<file path="src/rtl/mac_drain_pkg.sv">
// Shared types and helpers for the MAC drain stage: serializer states,
// saturation-counter width and the signed saturation helper.
package mac_drain_pkg;

    localparam int SAT_CNT_W = 16;
    localparam int SAT_IN_W  = 64;

    typedef enum logic [0:0] {
        IDLE = 1'b0,
        SEND = 1'b1
    } ser_state_t;

    typedef struct packed {
        logic signed [SAT_IN_W-1:0] val;
        logic                       clip;
    } sat_res_t;

    // Clamp a wide signed value into the signed range of an ow-bit word.
    function automatic sat_res_t sat_fn(input logic signed [SAT_IN_W-1:0] value,
                                        input int ow);
        logic signed [SAT_IN_W-1:0] hi;
        logic signed [SAT_IN_W-1:0] lo;
        sat_res_t                   r;
        hi     = (64'sd1 <<< (ow - 1)) - 64'sd1;
        lo     = -hi - 64'sd1;
        r.val  = value;
        r.clip = 1'b0;
        if (value > hi) begin
            r.val  = hi;
            r.clip = 1'b1;
        end else if (value < lo) begin
            r.val  = lo;
            r.clip = 1'b1;
        end
        return r;
    endfunction

endpackage

</file>
<file path="src/rtl/mac_drain_fifo.sv">
// Two-entry FIFO of quantised POX-lane vectors with simultaneous push/pop.
// Latency: a pushed vector is visible at the head the cycle after the push.
// Backpressure: a push into a full FIFO is only taken together with a pop.
module mac_drain_fifo #(
    parameter int POX = 3,
    parameter int OW  = 8
) (
    input  logic          clk,
    input  logic          rst,
    input  logic          push,
    input  logic [OW-1:0] push_dat [POX],
    input  logic          pop,
    output logic [OW-1:0] head_dat [POX],
    output logic [1:0]    count
);

    logic [OW-1:0] mem [2][POX];
    logic          wr_ptr;
    logic          rd_ptr;
    logic          do_push;
    logic          do_pop;

    assign do_pop  = pop && (count != 2'd0);
    assign do_push = push && ((count != 2'd2) || do_pop);

    always_ff @(posedge clk) begin
        if (rst) begin
            wr_ptr <= 1'b0;
            rd_ptr <= 1'b0;
            count  <= 2'd0;
        end else begin
            if (do_push) wr_ptr <= ~wr_ptr;
            if (do_pop)  rd_ptr <= ~rd_ptr;
            count <= count + 2'(do_push) - 2'(do_pop);
        end
    end

    always_ff @(posedge clk) begin
        if (do_push) mem[wr_ptr] <= push_dat;
    end

    assign head_dat = mem[rd_ptr];

endmodule

</file>
<file path="src/rtl/mac_drain.sv">
// MAC bank drain: capture lane results, bias/shift/ReLU/saturate, serialise lanes.
// Latency: strobe at t gives lane 0 valid at t+3 when idle; one lane per cycle.
// Backpressure: out_ready stalls the serializer; hold tells upstream to stop strobing.
module mac_drain
    import mac_drain_pkg::*;
#(
    parameter  int DW  = 32,
    parameter  int POX = 3,
    parameter  int OW  = 8,
    localparam int LW  = (POX > 1) ? $clog2(POX) : 1
) (
    input  logic                 clk,
    input  logic                 rst,
    input  logic signed [DW-1:0] result [POX],
    input  logic                 cnt_c  [POX],
    input  logic signed [DW-1:0] bias,
    input  logic [4:0]           shamt,
    input  logic                 relu_en,
    output logic                 hold,
    output logic [OW-1:0]        out_data,
    output logic [LW-1:0]        out_lane,
    output logic                 out_last,
    output logic                 out_valid,
    input  logic                 out_ready,
    output logic                 ovf_err,
    output logic                 lane_err,
    output logic [SAT_CNT_W-1:0] sat_cnt
);

    localparam int CW = $clog2(POX + 1);

    logic                all_c;
    logic                any_c;
    logic                cap_vld;

    logic                s1_vld;
    logic signed [DW:0]  s1_sum [POX];
    logic [4:0]          s1_shamt;
    logic                s1_relu;

    logic [OW-1:0]       q_dat  [POX];
    logic [POX-1:0]      q_clip;
    logic [CW-1:0]       clip_n;

    logic                s2_vld;
    logic [OW-1:0]       s2_dat [POX];

    logic [OW-1:0]       head_dat [POX];
    logic [1:0]          fifo_cnt;
    logic                fifo_pop;
    logic [2:0]          credit_used;

    ser_state_t          state_q;
    ser_state_t          state_nxt;
    logic [LW-1:0]       lane_q;
    logic                last_lane;
    logic                fire;

    always_comb begin
        all_c = 1'b1;
        any_c = 1'b0;
        for (int i = 0; i < POX; i++) begin
            all_c &= cnt_c[i];
            any_c |= cnt_c[i];
        end
    end

    assign cap_vld = all_c && !hold;

    always_ff @(posedge clk) begin
        if (rst) begin
            s1_vld   <= 1'b0;
            ovf_err  <= 1'b0;
            lane_err <= 1'b0;
        end else begin
            s1_vld <= cap_vld;
            if (all_c && hold)    ovf_err  <= 1'b1;
            if (any_c && !all_c)  lane_err <= 1'b1;
        end
    end

    // One extra bit of headroom means the bias add can never wrap.
    always_ff @(posedge clk) begin
        if (cap_vld) begin
            for (int i = 0; i < POX; i++) begin
                s1_sum[i] <= {result[i][DW-1], result[i]} + {bias[DW-1], bias};
            end
            s1_shamt <= shamt;
            s1_relu  <= relu_en;
        end
    end

    for (genvar g = 0; g < POX; g++) begin : g_quant
        logic signed [DW:0] sh;
        logic signed [DW:0] rl;
        sat_res_t           sr;
        logic               unused_hi;

        assign sh        = s1_sum[g] >>> s1_shamt;
        assign rl        = (s1_relu && sh[DW]) ? '0 : sh;
        assign sr        = sat_fn({{(SAT_IN_W-DW-1){rl[DW]}}, rl}, OW);
        assign q_dat[g]  = sr.val[OW-1:0];
        assign q_clip[g] = sr.clip;
        assign unused_hi = ^sr.val[SAT_IN_W-1:OW];
    end

    assign clip_n = CW'($countones(q_clip));

    always_ff @(posedge clk) begin
        if (rst) begin
            s2_vld  <= 1'b0;
            sat_cnt <= '0;
        end else begin
            s2_vld <= s1_vld;
            if (s1_vld) begin
                logic [SAT_CNT_W:0] tmp;
                tmp     = {1'b0, sat_cnt} + (SAT_CNT_W+1)'(clip_n);
                sat_cnt <= tmp[SAT_CNT_W] ? '1 : tmp[SAT_CNT_W-1:0];
            end
        end
    end

    always_ff @(posedge clk) begin
        if (s1_vld) s2_dat <= q_dat;
    end

    mac_drain_fifo #(
        .POX (POX),
        .OW  (OW)
    ) u_fifo (
        .clk      (clk),
        .rst      (rst),
        .push     (s2_vld),
        .push_dat (s2_dat),
        .pop      (fifo_pop),
        .head_dat (head_dat),
        .count    (fifo_cnt)
    );

    // Every vector in flight owns a FIFO slot, so two in flight exhaust the credits.
    assign credit_used = 3'(fifo_cnt) + 3'(s1_vld) + 3'(s2_vld);
    assign hold        = (credit_used >= 3'd2);

    assign last_lane = (lane_q == LW'(POX - 1));
    assign fire      = out_valid && out_ready;
    assign fifo_pop  = fire && last_lane;

    always_ff @(posedge clk) begin
        if (rst) begin
            state_q <= IDLE;
        end else begin
            state_q <= state_nxt;
        end
    end

    always_comb begin
        state_nxt = state_q;
        case (state_q)
            IDLE:    if (s2_vld || (fifo_cnt != 2'd0)) state_nxt = SEND;
            SEND:    if (fifo_pop && (fifo_cnt == 2'd1) && !s2_vld) state_nxt = IDLE;
            default: state_nxt = IDLE;
        endcase
    end

    always_comb begin
        out_valid = 1'b0;
        out_data  = '0;
        out_lane  = '0;
        out_last  = 1'b0;
        if (state_q == SEND) begin
            out_valid = 1'b1;
            out_data  = head_dat[lane_q];
            out_lane  = lane_q;
            out_last  = last_lane;
        end
    end

    always_ff @(posedge clk) begin
        if (rst) begin
            lane_q <= '0;
        end else if (fire) begin
            lane_q <= last_lane ? '0 : lane_q + 1'b1;
        end
    end

endmodule
</file>
<file path="config.mk">
export PLATFORM = sky130hd
export DESIGN_NAME = mac_drain
export DESIGN_NICKNAME = d
export VERILOG_FILES = /design/src/rtl/mac_drain_pkg.sv /design/src/rtl/mac_drain_fifo.sv /design/src/rtl/mac_drain.sv
export SDC_FILE = /design/constraint.sdc
export NUM_CORES = 1
export LEC_CHECK = 0
export CORE_UTILIZATION = 35
export CTS_BUF_LIST = sky130_fd_sc_hd__clkbuf_8
export DETAILED_ROUTE_END_ITERATION = 6
export PLACE_DENSITY = 0.54
export RECOVER_POWER = 50
export SLEW_MARGIN = 20
export SYNTH_ARGS = -nofsm -noshare
export SYNTH_HDL_FRONTEND = slang
export SYNTH_SLANG_ARGS = --single-unit
</file>
<file path="constraint.sdc">
create_clock -name clk -period 16.4 [get_ports clk]
set_clock_uncertainty 0.1 [all_clocks]
set_input_delay 3.28 -clock clk [delete_from_list [all_inputs] [get_ports clk]]
set_output_delay 3.28 -clock clk [all_outputs]
set_load 0.01 [all_outputs]
</file>
# == Yosys cells after proc, flatten, opt, wreduce, memory -nomap -nowiden ==
# Memories as Yosys holds them, arrays and structs flattened. A register that Yosys moved wholly into a read port is not among the register bits.
# Index checks and enable logic that the tools add are counted.
# totals
ff_bits,57
n_memories,2
wordCells,95
ramBits,147
out_inout_bits,31
# classes
mux,27
n_lt_le_gt_ge,8
shift,3
n_eq_ne,3
addsub,11
bitwise_logic,8
n_reduce_logical,18
# mem_list
memory,depth,word_bits,read_ports,rd_clocked_by_memory_dff,write_ports,line_no,rtl
s1_sum,3,33,3,0,3,mac_drain.sv:37,logic signed [DW:0] s1_sum [POX];
u_fifo.mem,2,24,1,1,1,mac_drain_fifo.sv:17,logic [OW-1:0] mem [2][POX];
# ops
operator,count
adder 32 x 32 -> 33 bit,3
> comparator 33 x 8 -> 1 bit (second input constant),3
less-than comparator 33 x 8 -> 1 bit (second input constant),3
2-to-1 mux 33 bit,3
>>> shifter 33 x 5 -> 33 bit,3
2-to-1 mux 9 bit,3
2-to-1 mux 8 bit,3
adder 16 x 2 -> 17 bit,1
binary-select mux 8 bit (select 2 bit),1
2-to-1 mux 16 bit,1
2-to-1 mux 1 bit,13
logical AND 1 bit,12
adder 2 x 1 -> 2 bit,2
2-to-1 mux 2 bit,2
adder 2 x 1 -> 3 bit,1
adder 3 x 1 -> 3 bit,1
greater-or-equal comparator 3 x 2 -> 1 bit (second input constant),1
greater-or-equal comparator 3 bit (second input constant),1
logical NOT 1 bit,3
inverter 1 bit,3
inverter 2 -> 3 bit,1
adder 1 x 1 -> 2 bit,1
adder 2 x 1 -> 2 bit (second input constant),1
bitwise AND 1 bit,2
8 further kinds,10

# == Depth between registers and ports, before layout ==
# Gate-level depths: netlist of run 1.
# An unclocked memory read counts as a cell.
# depth
word_depth,11
depth_mapped,25
mapped_depth_nobuf,20

# == Modules after synthesis ==
# A second synthesis of run 1 with hierarchy kept.
# hier_totals
cells_unflattened,1820
area_unflattened_um2,17620.6
# by_module_without_submodules
module,instances,cells_per_inst,area_each_um2,seq_area_each_um2
mac_drain,1,1721,15655.0,4334.2
mac_drain_fifo,1,99,1965.6,1541.5

# == Worst setup path before layout of run 1 ==
# OpenSTA, ideal clock, no wires.
# synth_timing
path_kind,input-to-reg
startpoint,input port cnt_c[0] (netlist name)
endpoint,"register s1_relu, enable pin"
t_arrival_ps,7766
path_stages,2
n_path_buf,0
setup_ps,570
slack_ps,7964
cell_sequence,nand3_1 > nor2_1
# synth_via
elab_chain_cells,2
# synth_lines
element,line_no,rtl
"start, declared",mac_drain.sv:15,"input logic cnt_c [POX],"
bitwise AND 1 bit,mac_drain.sv:63,all_c &= cnt_c[i];
logical AND 1 bit,mac_drain.sv:68,assign cap_vld = all_c && !hold;
via cap_vld,mac_drain.sv:34,logic cap_vld;
"end signal, assigned",mac_drain.sv:89,s1_relu <= relu_en;
"end, declared",mac_drain.sv:39,logic s1_relu;
# The timed path passes the listed nets, and every way through them passes these cells.
# A chain may end at the register's enable or synchronous reset.

# == Worst setup path after layout of run 1 ==
# layout_timing
startpoint,register s1_shamt[0]
endpoint,register sat_cnt[10]
# layout_via
elab_chain_cells,10
# layout_lines
element,line_no,rtl
"start, declared",mac_drain.sv:38,logic [4:0] s1_shamt;
"start signal, assigned",mac_drain.sv:88,s1_shamt <= shamt;
>>> shifter 33 x 5 -> 33 bit,mac_drain.sv:99,assign sh = s1_sum[g] >>> s1_shamt;
logical AND 1 bit,mac_drain.sv:100,assign rl = (s1_relu && sh[DW]) ? '0 : sh;
2-to-1 mux 33 bit,mac_drain.sv:100,
less-than comparator 33 x 8 -> 1 bit,mac_drain_pkg.sv:31,end else if (value < lo) begin
2-to-1 mux 9 bit,mac_drain_pkg.sv:31,
2-to-1 mux 1 bit,mac_drain_pkg.sv:28,if (value > hi) begin
adder 1 x 1 -> 2 bit (not written as such),mac_drain.sv:107,assign clip_n = CW'($countones(q_clip));
adder 2 x 1 -> 2 bit (not written as such) *,mac_drain.sv:107,
adder 16 x 2 -> 17 bit *,mac_drain.sv:117,"tmp = {1'b0, sat_cnt} + (SAT_CNT_W+1)'(clip_n);"
2-to-1 mux 16 bit *,mac_drain.sv:118,sat_cnt <= tmp[SAT_CNT_W] ? '1 : tmp[SAT_CNT_W-1:0];
"end signal, assigned",mac_drain.sv:118,
"end, declared",mac_drain.sv:27,output logic [SAT_CNT_W-1:0] sat_cnt
# Every way passes the cells marked *; elsewhere a longest branch is shown, timed or not.

==> results.md, run 1 <==
* Leak pwr at 0.00770 uW
* Slew Viols, Final at 90
* Port bufs at 170
* Crit path DAT at roughly 7.4 ns
* Hold_buf cts at 0
* Slew headroom at -0.803
* Gr usage total at 0.210
* Global-route wire length before repair at 86400 um
* Die Area at 52600 um2
* Initial antenna violation count at 1
* Yosys reg bits at 205
* Synth cell count leaders: nand2_1, edfxtp_1, a21oi_1
* # clock sinks at about 200
* WL per Instance at 21.2 um
* Syn-to-layout area delta at 15.5%
* Int Power at 1010 uW
* Status: complete, but fails checks
* Largest net degree at the start of global routing at 144
* Top post-synthesis cells by area: edfxtp_1, mux4_2, ha_1, mux2i_1, a21oi_1
* Final hold vios at 0
* Period utilization at 0.429
* Clock latency on the worst-skew pair at roughly 0.6 ns
* Layout Nets at 2191
* Mapped Area at 18100 um2
* Maxcap violations at 3
* Die Span X at 229 um
* Core area at ~51000 um2
* Clock slew at reported path FFs at 0.06 ns
* Min Tclk post-route at around 7 ns
* H-tree depth at 2
* Die height at 229 um
* Sw Share at 0.314
* Share of cells above drive strength 1 at 0.104
* Critical setup path kind: reg -> reg
* CTS buffer count at 38
* Drt total wl at 56100 um
* Post-synth EDFFs at 177
* Syn. warnings at 0
* Share of synthesized registers carrying an async set or reset at 0
* Critical-path maximum fanout at 60
* Comb pwr share at 0.269
* Tightest Pin Transition at 2.70 ns
* Peak VDD IR at 43.8 uV
* DRC Markers at 0
* RSZ-0062 raised after global routing: false
* Main synth FF type: edfxtp_1
* Switch Pwr at 464 uW
* Cell Count, Final, Fillers Out at 2647
* Synth Net Count at 2067
* Crit path launch type: flop
* Area leader, netlist: edfxtp_1
* Type of the most critical hold path: reg -> reg
* CP Data Required Time at 16.78 ns
* Clk pwr share at 0.312
* DP Wirelength at 43200 um
* Max Buffers Root-to-Sink at 3
* Vias at ~15000
* DRT iter0 DRCs at 1228
* Clock Root Buffer: clkbuf_8
* Initial Util at 0.358
* Synth unique cells at between 80 and 90
* Vias per cell at roughly 6
* Setup bufs post-CTS at 0
* Most common cell in the netlist: nand2_1
* Num rows at 82
* Grt ovf at 0
* Pwr dens at ~70 nW/um2
* Reg-to-reg slack, setup at 9.37 ns
* Synth Instances at 1821
* CTS tree: yes
* DRT Pass-1 Iters at 5
* Max Clk Rate at 142 MHz
* Synth top area share at 0.294
* Syn_area_per_cell at 9.93 um2
* Post-CTS sizing at 0
* Sequential share of the synthesized area at 0.325
* Total Neg Setup Slack at 0 ns
* Placed cells at 2577
* Io pins at 171
* CP Capture Type: flop
* Min Hold Slack at 0.338 ns
* Violated checks: max-capacitance violations, max-slew violations
* Vias in the first global route at ~15000
* Setup violators final at 0
* Gpl congestion at 0.938
* Sequential share of power at 0.419
* Post-route ant nets at 0
-- power by group through the flow --
stage	combinational (uW)	sequential (uW)	clock, uW
finish	397	619	460
global route	431	621	498
CTS	395	618	477
detailed placement	393	629	0
global placement	392	628	0
floorplan	268	617	0
-- flip-flops by register name, summed over array words and instances, names as in the netlist, named ones only --
name           cells
u_fifo.count       2
sat_cnt           16
u_fifo.rd_ptr      1
lane_q             2
lane_err           1
s1_sum            99
s1_relu            1
state_q            1
s1_vld             1
s2_vld             1
u_fifo.wr_ptr      1
s1_shamt           5
ovf_err            1
s2_dat            24
u_fifo.mem        48
-- per-layer routing --
metal,vias up,GRT usage,wire length [um]
li1,7300,-,-
met5,-,0,0
met4,0,0.0788,1850
met3,101,0.0248,2970
met2,538,0.344,26000
met1,7502,0.283,25300
-- critical path, stage by stage, from the launching register on --
cell	delay, ns
edfxtp_1	0.91
buf_4	0.83
buf_4	0.54
inv_2	0.17
buf_4	0.34
nand2_1	0.16
and3_1	0.22
a311oi_1	0.07
and4b_1	0.31
and4_1	0.20
a41o_1	0.38
a21boi_0	0.44
fa_1	0.49
inv_1	0.07
ha_1	0.18
fa_1	0.25
nand2_1	0.08
nor3_1	0.38
nand2_1	0.39
a21oi_1	0.32
-- final cells by class --
cell class                      count  area [um2]
Antenna cell                        1        2.50
Clock buffer                       39         537
Clock inverter                     30         163
Fill cell                        4970       29700
Inverter                           50         188
Multi-Input combinational cell   1463       11500
Sequential cell                   205        5880
Tap cell                          672         841
Timing Repair Buffer              187        1830
-- kinds of logic (layout without fill, tap and decap cells) --
group / Yosys count / in the layout / share of synthesized area
flops: 205 / 205 / 0.325
xor+xnor: 91 / 91 / 0.0441
simple gates: 530 / 530 / 0.138
buf+inv: 153 / 306 / 0.0414
fa+ha+maj: 106 / 106 / 0.0754
mux: 213 / 213 / 0.189
other cells: 0 / 1 / 0
compound gates: 523 / 523 / 0.187
-- cell usage in the layout, fill, tap and decap left out, types with 39 or more instances in the layout --
| cell | count |
|---|---|
| mux4_2 | 100 |
| inv_1 | 58 |
| o21ai_0 | 92 |
| nand2_1 | 194 |
| xnor2_1 | 66 |
| nand3_1 | 43 |
| ha_1 | 101 |
| nor2_1 | 132 |
| edfxtp_1 | 177 |
| a21oi_1 | 155 |
| mux2i_1 | 85 |
| clkdlybuf4s50_1 | 141 |
| clkbuf_8 | 39 |
-- through the flow --
step / worst slack (ns) / area (um2) / total power, uW / util
after floorplan: 7.96 / 18100 / 885 / -
after global placement: 9.33 / 20200 / 1020 / 0.400
after detailed placement: 9.24 / 20200 / 1020 / 0.400
after CTS: 9.41 / 20900 / 1490 / 0.413
after global routing: 8.65 / 20900 / 1550 / 0.413
final: 9.37 / 20900 / 1480 / 0.413
-- final timing paths --
check,to,from,cells after the start
worst max register to register,sat_cnt[10],s1_shamt[0],19
worst max-delay path,sat_cnt[10],s1_shamt[0],19
worst min-delay path,u_fifo.mem[1][18],s2_dat[18],0
worst min register to register,u_fifo.mem[1][18],s2_dat[18],0
No activity file was read; power rests on OpenSTA's default activity.
==> inputs of run 2 (changes only) <==
==> constraint.sdc (replaced) <==
create_clock -name clk -period 6.7 [get_ports clk]
set_clock_uncertainty 0.1 [all_clocks]
set_input_delay 1.34 -clock clk [delete_from_list [all_inputs] [get_ports clk]]
set_output_delay 1.34 -clock clk [all_outputs]
set_load 0.01 [all_outputs]
==> run 2 against run 1 <==
Against the previous run: the run still ends with max-capacitance violations, max-slew violations left; worst hold slack worse by 0.0015 ns; count of clock-buffer cells in the layout is the same; non-clock buffer count increased by 10; sequential power rose by 150%; flip-flop and latch count unchanged; core utilization grew 0.43 points; first-iteration DRC count rose by 10%; critical path type unchanged.
==> results.md, run 2 (same netlist as run 1, synthesis figures left out) <==
* Port bufs at 170 (unchanged)
* DRC Markers at 0 (unchanged)
* Gr usage total at 0.218 (+0.00784)
* Die Span X at 229 um (unchanged)
* Type of the most critical hold path: reg -> reg
* Die height at 229 um (unchanged)
* Share of cells above drive strength 1 at 0.112 (+0.00771)
* Switch Pwr at 1120 uW (+140%)
* Hold_buf cts at 0 (unchanged)
* Vias per cell at 5.87 (+0.56%)
* Fin worst setup slack at 0.913 ns (-8.45 ns)
* Comb pwr share at 0.257 (-0.012)
* Drt total wl at 57900 um (+3.3%)
* Post-CTS sizing at 0 (unchanged)
* Leak pwr at 0.00780 uW (+1.2%)
* Commonest non-fill, non-tap cell in the layout: nand2_1
* Die Area at 52600 um2 (unchanged)
* Vias at 15569 (+0.83%)
* Peak VDD IR at 144 uV (+230%)
* DRT Pass-1 Iters at 5 (unchanged)
* CP Data Required Time at 7.07 ns (-9.71 ns)
* Slew headroom at -0.394 (+0.410)
* CTS buffer count at 38 (unchanged)
* Clk pwr share at 0.342 (+0.030)
* Gpl congestion at 0.947 (+0.91%)
* Max Buffers Root-to-Sink at 3 (unchanged)
* Clock slew at reported path FFs at 0.06 ns (about the same)
* Grt ovf at 0 (unchanged)
* Maxcap violations at 3 (unchanged)
* H-tree depth at 2 (unchanged)
* Io pins at 171 (unchanged)
* Crit path DAT at 6.16 ns (-1.25 ns)
* Period utilization at 0.864 (+0.435)
* Setup WS pre-CTS at 0.977 ns (-8.26 ns)
* Int Power at 2670 uW (+160%)
* CP Capture Type: flop
* Tightest Pin Transition at 2.08 ns (-0.612 ns)
* Clock Root Buffer: clkbuf_8
* Core area at 50600 um2 (unchanged)
* RR Endpoint: sat_cnt[10]
* # clock sinks at 205 (unchanged)
* Placed cells at 2587 (+0.39%)
* Violated checks: max-capacitance violations, max-slew violations
* Critical-path maximum fanout at 29 (-52%)
* Max Clk Rate at 173 MHz (+22%)
* Sequential share of power at 0.401 (-0.018)
* Total Neg Setup Slack at 0 ns (unchanged)
* DP Wirelength at 45400 um (+5.2%)
* Largest net degree at the start of global routing at 94 (-35%)
* Post-route ant nets at 0 (unchanged)
* Hold Path Sink: u_fifo.mem[1][16]
* Sw Share at 0.295 (-0.0190)
* Layout Nets at 2201 (+0.46%)
* Clock latency on the worst-skew pair at 0.56 ns (-0.03 ns)
* Most frequent cells in the layout: nand2_1, edfxtp_1, a21oi_1
* Reg-to-reg slack, setup at 0.91 ns (-8.45 ns)
* Initial antenna violation count at 1 (unchanged)
* RSZ-0062 raised after global routing: false
* Register area at 5880 um2 (unchanged)
* Slew Viols, Final at 144 (+60%)
* DRT iter0 DRCs at 1351 (+10%)
* Setup bufs post-CTS at 0 (unchanged)
* Top Registers: s1_sum x99, u_fifo.mem x48, s2_dat x24
* Cell Count, Final, Fillers Out at 2654 (+0.26%)
* WL per Instance at 21.8 um (+3.0%)
* Min Hold Slack at 0.337 ns (-0.00147 ns)
* Max reg flops at 99 (unchanged)
* Pwr dens at 179 nW/um2 (+150%)
* Syn-to-layout area delta at 16.7%
* Critical setup path kind: reg -> reg
* Hold Crit Start: s2_dat[16]
* Reg2Reg Depth at 18 (-1)
* Vias in the first global route at 14895 (-1.1%)
* Num rows at 82 (unchanged)
* Status: complete, but fails checks
* Crit path launch type: flop
* Global-route wire length before repair at 88400 um (+2.3%)
* CTS tree: yes
* Area occupied by multi-input gates at 11500 um2 (about the same)
* Biggest register: s1_sum
* Initial Util at 0.358 (unchanged)
* Min Tclk post-route at 5.79 ns (-1.25 ns)
* Setup violators final at 0 (unchanged)
* Worst Hold Depth at 0 (unchanged)
* FILL cells at 4933 (-0.74%)
* Final hold vios at 0 (unchanged)
* R2r startpoint: s1_shamt[2]
## run 2: changes by cell type in the layout (fill, tap and decap cells not counted), sizes merged
| cell | delta |
|---|---|
| buf | +9 |
| inv | -9 |
| bufinv | +5 |
| clkinv | +2 |
| clkdlybuf4s50 | +1 |
| clkinvlp | -1 |
## run 2: final cells by class
class                           count  area share
Tap cell                          672      0.0398
Timing Repair Buffer              197      0.0915
Antenna cell                        1    0.000119
Multi-Input combinational cell   1463       0.543
Clock inverter                     27      0.0129
Clock buffer                       39      0.0254
Sequential cell                   205       0.278
Inverter                           50     0.00889
## run 2: worst max-delay path by stage
stage                            from           to  slack [ns]  cells past startpoint
final                     s1_shamt[2]  sat_cnt[10]        0.91                     18
after global routing      s1_shamt[2]   sat_cnt[9]        0.48                     18
after CTS                 s1_shamt[2]  sat_cnt[14]        0.98                     18
after detailed placement  s1_shamt[2]  sat_cnt[14]        0.98                     18
after global placement    s1_shamt[2]  sat_cnt[12]        1.05                     21
after floorplan              cnt_c[0]      s1_relu        0.20                      2
## run 2: power by group through the flow
stage | registers, uW | logic, uW | clock network, uW
CTS | 1510 | 970 | 1340
detailed placement | 1540 | 965 | 0
floorplan | 1510 | 656 | 0
global placement | 1540 | 965 | 0
finish | 1520 | 972 | 1300
global route | 1520 | 1060 | 1390
## run 2: critical path: stages, from the launching register on
cell and delay [ns]:
edfxtp_1 0.83, buf_4 0.43, buf_4 0.34, nor3_1 0.09, mux2_2 0.34, nor4_1 0.29
nand3_1 0.14, o31ai_1 0.30, o221a_1 0.22, a41o_2 0.27, a21boi_1 0.31, fa_1 0.47
inv_1 0.07, ha_1 0.18, fa_1 0.23, nand2_1 0.07, nor3_1 0.36, nand2_1 0.35
a21oi_1 0.29
## run 2: per-layer routing
layer  routed length (um)  global-route usage  share of wire
met2                27000               0.352           0.47
met5                    0                   0              0
met1                26000               0.301           0.45
met3                 3290              0.0280          0.057
met4                 1590              0.0719          0.027
## run 2: stage by stage
step / total power, uW / util / area [um2]
finish: 3790 / 0.417 / 21100
global route: 3970 / 0.417 / 21100
CTS: 3830 / 0.418 / 21100
detailed placement: 2510 / 0.402 / 20300
global placement: 2510 / 0.402 / 20300
floorplan: 2170 / - / 18100
